**src/rtl/pipe_stage_buffer.sv**
```systemverilog
// pipe_stage_buffer: parametrised inter-stage pipeline register chain
//   (DEPTH slots) with per-slot valid, stall hold, flush squash and a
//   saturating stall counter.
// Latency: exactly DEPTH clk cycles from DataIn to Buffer when not stalled.
// Backpressure: stall=1 freezes every slot, flush=1 squashes every slot;
//   flush has priority over stall.
//
// Ports:
//   clk          rising-edge clock
//   rst          asynchronous, active-high reset
//   stall        hold all slots this cycle
//   flush        squash all slots this cycle (valid cleared, CTRL_MASK bits zeroed)
//   valid_in     DataIn carries a real instruction
//   DataIn       packed word from the producing stage
//   Buffer       packed word of the last slot
//   valid_out    last slot holds a real instruction
//   stall_count  stall cycles (stall=1, flush=0) since reset, saturating
//   occupancy    number of slots with valid=1
module pipe_stage_buffer #(
    parameter int               WIDTH     = 91,
    parameter int               DEPTH     = 1,
    parameter logic [WIDTH-1:0] CTRL_MASK = {WIDTH{1'b0}},
    parameter int               CNT_W     = 16
) (
    input  logic             clk,
    input  logic             rst,
    input  logic             stall,
    input  logic             flush,
    input  logic             valid_in,
    input  logic [WIDTH-1:0] DataIn,
    output logic [WIDTH-1:0] Buffer,
    output logic             valid_out,
    output logic [CNT_W-1:0] stall_count,
    output logic [2:0]       occupancy
);

    generate
        if (DEPTH < 1 || DEPTH > 4) begin : g_bad_depth
            $error("pipe_stage_buffer: DEPTH must be in 1..4");
        end
    endgenerate

    logic [WIDTH-1:0] slot_data [DEPTH];
    logic [DEPTH-1:0] slot_vld;

    // A bubble entering slot 0 carries the producer's data bits but never
    // its control bits, so a slot with valid=0 can never trigger a side
    // effect downstream even if a consumer forgets to qualify with valid.
    logic [WIDTH-1:0] entry_data;
    assign entry_data = valid_in ? DataIn : (DataIn & ~CTRL_MASK);

    always_ff @(posedge clk or posedge rst) begin
        if (rst) begin
            for (int i = 0; i < DEPTH; i++) begin
                slot_data[i] <= '0;
            end
            slot_vld <= '0;
        end else if (flush) begin
            // Squash in place: only control bits are cleared, the rest of
            // the word is left as-is (useful for debug visibility).
            for (int i = 0; i < DEPTH; i++) begin
                slot_data[i] <= slot_data[i] & ~CTRL_MASK;
            end
            slot_vld <= '0;
        end else if (!stall) begin
            slot_data[0] <= entry_data;
            slot_vld[0]  <= valid_in;
            for (int i = 1; i < DEPTH; i++) begin
                slot_data[i] <= slot_data[i-1];
                slot_vld[i]  <= slot_vld[i-1];
            end
        end
    end

    // Flush outranks stall, so a cycle with both is not counted as a stall.
    always_ff @(posedge clk or posedge rst) begin
        if (rst) begin
            stall_count <= '0;
        end else if (stall && !flush && (stall_count != {CNT_W{1'b1}})) begin
            stall_count <= stall_count + CNT_W'(1);
        end
    end

    assign Buffer    = slot_data[DEPTH-1];
    assign valid_out = slot_vld[DEPTH-1];

    // Popcount of registered valids only; no input reaches this output.
    always_comb begin
        occupancy = 3'd0;
        for (int i = 0; i < DEPTH; i++) begin
            occupancy = occupancy + 3'(slot_vld[i]);
        end
    end

endmodule

```
**config.mk**
```make
export PLATFORM = sky130hd
export DESIGN_NAME = pipe_stage_buffer
export DESIGN_NICKNAME = d
export VERILOG_FILES = /design/src/rtl/pipe_stage_buffer.sv
export SDC_FILE = /design/constraint.sdc
export NUM_CORES = 1
export LEC_CHECK = 0
export CAP_MARGIN = 20
export CORE_MARGIN = 2
export CORE_UTILIZATION = 38
export CTS_BUF_LIST = sky130_fd_sc_hd__clkbuf_8
export DETAILED_ROUTE_END_ITERATION = 12
export PLACE_DENSITY = 0.81
export SETUP_SLACK_MARGIN = 0.1
export SYNTH_ARGS = -nofsm -noshare
export SYNTH_HDL_FRONTEND = slang
export SYNTH_SLANG_ARGS = --single-unit
export TNS_END_PERCENT = 20
```
**constraint.sdc**
```tcl
create_clock -name clk -period 3.05 [get_ports clk]
set_input_delay 0.4575 -clock clk [delete_from_list [all_inputs] [get_ports clk]]
set_output_delay 0.4575 -clock clk [all_outputs]
set_load 0.03 [all_outputs]
```
After elaboration in Yosys (flattened, before gate mapping)
Index checks and enable logic that the tools add are counted.
Word-level totals
  flip-flop bits (word level): 108
  input bits: 96
  output and inout port bits: 111
Cells by class
  $add $sub $neg: 1
  eq/ne operators: 2
  multiplexer cells: 2
  bitwise gates (word level): 2
  reductions and logical operators: 4
Operator list (number)
  $add 16x1->16 const B: 1
  $ne 16x16->1 const B: 1
  $logic_and 1x1->1: 2
  $mux 1: 2
  $ne 2x1->1 const B: 1
  $not 1->1: 2
  $reduce_and 2->1: 1
  $logic_not 1->1: 1

Logic depth before layout (Yosys ltp)
  depth after elaboration: 3
  gate-level depth with buffers: 6

Worst setup path after synthesis
Ideal clock, no wire load.
  path kind: register to register
  from: register stall_count[0]
  to: register stall_count[1]
  arrival time: 1684 ps
  slack: 1241 ps
  cell stages (with the launch flop): 7
  cells stage by stage: dfrtp_1 > ha_1 > and3_1 > buf_6 > and4_4 > nor2_4 > mux2_4
Between the ends
  cells in the longest elaborated chain, start to end: 2
  elaborated cells on any way between the ends: 3
  those cells by class: 1 x add/sub; 1 x eq/ne; 1 x reduce/logical
Ends and longest elaborated chain
  start, declared: line 33  | output logic [CNT_W-1:0] stall_count,
  start signal, assigned: line 80  | stall_count <= stall_count + CNT_W'(1);
  branches (longest 2 deep; another with $add 16x1->16)
Parallel ways; which one is timed is not known.
A chain may end at the register's enable or synchronous reset.

Final worst setup path
  from: register stall_count[0]
  to: output stall_count[0]
No word-level cell between the ends.

==> results.cfg <==
[status]
status = completed

[job]
maxCapViolCount = 0

[finish]
layout-drive-gt1-share = 0.243
area_growth_pct = 56.0
final_cells = 625
nets = 578
layout_common_cells = clkdlybuf4s50_1 (204), dfrtp_1 (108), mux2_2 (91), clkbuf_8 (10), xnor2_1 (9)
final_common_cell = clkdlybuf4s50_1
antenna_cells = 0

[critical_path]
cp_num_cells = 1
crit_path_max_incr_delay_ps = 730
crit_type = reg2out
path_max_fanout = 5
worstSetupEndpointType = primary output
crit_family = buffers and inverters
crit_arrival_ps = 1540
critPathBufInv = 1
worstSetupStartpoint = stall_count[0]
rr_worst_depth = 5
start_kind = flop
crit-reg2reg-launch = stall_count[0]
cp_cell_sequence = clkdlybuf4s50_1
required_ps = 2590
critPathSlowestCell = clkdlybuf4s50_1

[drt]
drc = 0
vias_per_cell = 4.74
vias = 2960
avgRoutedWirePerCell_um = 16.6
ant_nets = 0
drt_pass1_iterations = 4
routed_wl_um = 10400
first_iter_violations = 64

[sta]
setup_slack_ps = 1050
rsz0062_at_grt = false
hold_violations = 0
fin_crit_ps = 2000
hold_slack_ps = 479
period_share = 0.656
setup_viol_count_final = 0
slew_viol_final = 0
clock-skew-final_ps = 9.73
max_slew_margin = 0.639
worst_pin_slew_ps = 540
max_freq_mhz = 500
tns_ps = 0

[floorplanning]
core_area_um2 = 10900
pin_count = 207
fp.dieW_um = 110
rows = 38
fp.dieH_um = 110
dieArea_um2 = 12100
start_util = 0.391

[min_path]
hold_path.class = in2async

[yosys]
ys.flop_type = dfrtp_1
synth.avg_cell_area_um2 = 15.5
synth-seq-area-share = 0.635
syn-cell-area_um2 = 4260
synth_cell_types = 30
synth_edf_count = 0
synth_seq_cells = 108
postSynthCellCount = 274
ys_warn_count = 0
async_reset_ff_frac = 1.00

[placement]
place_ws_ps = 719
place_inst = 610
hpwl_um = 7660
io_buffer_count = 204
gp_congestion = 0.760

[pwr]
clkPwrFrac = 0.194
vdd_drop_max_uv = 294
powerDensity_nw_per_um2 = 599
leakagePower_nw = 2.71
total_power_mw = 3.98
intPower_mw = 2.63
p_sw_frac = 0.338
combPwrFrac = 0.351
power_switching_mw = 1.34
pwr-share-seq = 0.455

[clock_network]
cts_tree = built
clockBufferDepth = 2
postCtsSetupBuffers = 0
htree_levels = 3
clk_pin_slew_ps = 100
cts_sinks = 108
cts_buffers = 9
ctsHoldBuffers = 0
cts_resized = 0
clock_latency_ps = 360
root_buffer = clkbuf_8

[global_routing]
grt_pass1_wl_um = 16000
grt_pass1_vias = 3203
overflow = 0
antenna_found_initial = 0
grt_max_degree = 60
grt_use_total = 0.172
-- layout make-up --
| cell class | instances | area [um^2] |
|---|---|---|
| fillers | 885 | 4240 |
| flip-flops and latches | 108 | 2700 |
| clock inverters | 5 | 30.0 |
| inverters | 2 | 11.3 |
| well taps | 140 | 175 |
| repair buffers | 208 | 2110 |
| clock buffers | 10 | 138 |
| multi-input cells | 152 | 1480 |
-- registers in the layout, summed over array words and instances (netlist names) --
| signal | flops |
|---|---|
| Buffer | 91 |
| stall_count | 16 |
| valid_out | 1 |
-- kinds of logic after synthesis --
logic type | synth area share
and+or+nand+nor | 0.0579
adders and majority gates | 0.00294
buffers and inverters | 0.0203
xor gates and xnor gates | 0.0288
other | 0.000881
DFF | 0.635
AOI/OAI and AO/OA | 0.00793
muxes | 0.247
-- power groups by stage --
| stage | clock [mW] | sequential (mW) | combinational, mW |
|---|---|---|---|
| 2_1_floorplan | 0 | 2.27 | 0.304 |
| 3_3_place_gp | 0 | 1.82 | 1.39 |
| 3_5_place_dp | 0 | 1.84 | 1.41 |
| 4_1_cts | 0.804 | 1.81 | 1.41 |
| 5_1_grt | 0.865 | 1.84 | 1.47 |
| 6_report | 0.771 | 1.81 | 1.40 |
-- path summary, 6_finish.rpt --
| check | end | slack [ps] |
|---|---|---|
| min | valid_out | 480 |
| max reg2reg | stall_count[1] | 1230 |
| min in group clk | Buffer[26] | 510 |
| max in group asynchronous | Buffer[87] | 1840 |
| max | stall_count[0] | 1050 |
| min reg2reg | Buffer[26] | 510 |
-- synth_stat cells, types with 2 or more instances --
library cell | instances | share of area
inv_1 | 2 | 0.0018
nand4_1 | 8 | 0.012
xnor2_1 | 9 | 0.019
and3_1 | 3 | 0.0044
nand2_1 | 4 | 0.0035
nor2_1 | 5 | 0.0044
buf_4 | 3 | 0.0053
and4_1 | 3 | 0.0062
dfrtp_1 | 108 | 0.63
xor2_1 | 5 | 0.010
mux2_2 | 91 | 0.24
buf_2 | 9 | 0.011
o2111ai_1 | 2 | 0.0041
nor3_2 | 2 | 0.0047
nand3_1 | 5 | 0.0059
-- routing by layer --
metal	GRT usage	routed length [um]	vias to the layer above
met2	0.291	5010	134
li1	-	-	1377
met4	0.0606	148	0
met1	0.207	4130	1437
met3	0.0510	1090	12
met5	0	0	-
-- stage by stage --
step                      instance area, um^2  utilization
after floorplan                          4270            -
after global placement                   6480        0.595
after detailed placement                 6480        0.595
after CTS                                6640        0.610
after global routing                     6640        0.610
final                                    6640        0.610
Note: power is estimated with default switching activity, not from simulation.
==> patch: new RTL, same flow settings <==
Reset style: synchronous (`rst`), changed in 2 clocked blocks. Comments in the files are not updated.
--- a/src/rtl/pipe_stage_buffer.sv
+++ b/src/rtl/pipe_stage_buffer.sv
@@ -49,7 +49,7 @@
     logic [WIDTH-1:0] entry_data;
     assign entry_data = valid_in ? DataIn : (DataIn & ~CTRL_MASK);
 
-    always_ff @(posedge clk or posedge rst) begin
+    always_ff @(posedge clk) begin
         if (rst) begin
             for (int i = 0; i < DEPTH; i++) begin
                 slot_data[i] <= '0;
@@ -73,7 +73,7 @@
     end
 
     // Flush outranks stall, so a cycle with both is not counted as a stall.
-    always_ff @(posedge clk or posedge rst) begin
+    always_ff @(posedge clk) begin
         if (rst) begin
             stall_count <= '0;
         end else if (stall && !flush && (stall_count != {CNT_W{1'b1}})) begin
Formal check against the unedited RTL: differs if rst is asserted again (counterexample within 4 cycles, from zero or initial values and one cycle with rst high); with rst held inactive, the same outputs for 10 cycles.
==> patch against the unedited design <==
  * Count of clock-buffer cells in the layout is 1 lower
  * Synthesized area about the same
  * Register-to-register slack worse by 150 ps
  * First-iteration DRC count rose by 130%
  * Maximum frequency is 5.6% lower
  * Via count up 4.7%
  * Final area up 0.24%
  * Setup slack worse by 120 ps
  * Wire length up 1.5%
  * Non-clock buffer count shrank 1
  * Sequential cell count unchanged
Power is not compared: it rests on default switching activity, and its combinational part moved more than twofold at a synthesized area within 25%.
==> patch: results (changes against the unedited design) <==
Clock skew: 7.64 ps (-2.09 ps)
# nets final: 602 (+4.2%)
FF+latch count, synth: 108 (unchanged)
Post-synth EDFFs: 91 (+91)
Fin cells: 650 (+4.0%)
Synth unique cells: 41 (+37%)
Multi-input comb cells: 176 (+16%)
R2R Path End: stall_count[0]$_SDFFE_PP0P_
Least-Margin Pin Slew: 580 ps (+40.1 ps)
Crit path arrival time: 2380 ps (+840 ps)
Critical path peak fanout: 7 (+2)
Hold crit path type: reg2reg
Flop-to-flop setup slack: 1080 ps (-150 ps)
Final Wtd Congestion: 0.912 (+20%)
Tot GR Track Use: 0.167 (-0.00474)
First-pass GRT wire length: 15,000 um (-6.0%)
Post-place setup slack: 553 ps (-166 ps)
FF-to-FF path depth: 4 (-1)
Starting DRT DRC Count: 148 (+130%)
Synth Flop Type: edfxtp_1
Diodes inserted: 0 (unchanged)
Largest cells by area after synthesis: edfxtp_1, and2_1, dfxtp_1
Mean Syn Cell Area: 14.2 um2 (-8.9%)
Layout cells sized above 1: 0.0431 (-0.200)
FF-to-FF Start: stall_count[2]$_SDFFE_PP0P_
Area of the core: 10,900 um2 (unchanged)
Clock Latency Late Sink: 360 ps (about the same)
Seq pwr: 1.74 mW
Signal buffers: 207 (-0.48%)
Routed Wire Length: 10,500 um (+1.5%)
Multi-input gate area in the final layout: 1130 um2 (-24%)
Ys async rst share: 0 (-1.00)
Non-clk invs: 3 (+1)
Seq/Total Area, Yosys: 0.721 (+0.0866)
Startpoint Class: input pin
Sequential cell area: 3070 um2 (+14%)
Fraction of area in multi-input gates: 0.169 (-0.0530)
Post-route ant nets: 0 (unchanged)
Initial antenna violation count: 1 (+1)
Dpl cells: 634 (+3.9%)
Router iterations before antenna repair: 4 (unchanged)
Largest net degree at the start of global routing: 92 (+53%)
Status: finished, final reports clean
HP Start: stall_count[1]$_SDFFE_PP0P_
Hpwl dp: 7610 um (-0.63%)
Placed inst area: 6480 um2 (about the same)
Layout non-clock buf frac: 0.314 (-0.00378)
Period utilization: 0.695 (+0.0391)
Worst setup path endpoint: stall_count[10]$_SDFFE_PP0P_
Top post-synthesis cells by count: and2_1, edfxtp_1, dfxtp_1, clkbuf_1, nand2_1
Max FFs per register: 91 (unchanged)
Vias in the first global route: 2,929 (-8.6%)
Fill cells: 871 (-1.6%)
Min Hold Slack: 516 ps (+37.3 ps)
Clock network area share: 0.0274 (+0.00219)
Vias post-DR: 3,098 (+4.7%)
Critical Path Source: stall
==> patch: metal layers <==
metal | share of wire | global-route usage | routed length [um] | vias up
li1 | - | - | - | 1488
met1 | 0.40 | 0.206 | 4240 | 1436
met2 | 0.48 | 0.275 | 5100 | 155
met3 | 0.094 | 0.0480 | 990 | 17
met4 | 0.018 | 0.0651 | 190 | 2
met5 | 0.0012 | 0 | 13 | -
==> patch: worst max-delay path, cell delays in order <==
cell	delay, ps
clkdlybuf4s50_1	700
nand3b_1	300
nor2_1	210
nor4b_1	330
mux2_2	380
==> patch: logic make-up after synthesis <==
| logic type | count (synthesis) | synth area share |
|---|---|---|
| AND/OR/NAND/NOR | 145 | 0.210 |
| buffers and inverters | 18 | 0.0188 |
| other | 1 | 0.000880 |
| AO/OA/AOI/OAI | 23 | 0.0341 |
| flip-flops | 108 | 0.721 |
| multiplexers | 5 | 0.0123 |
| adder cells (fa/ha/maj) | 1 | 0.00294 |
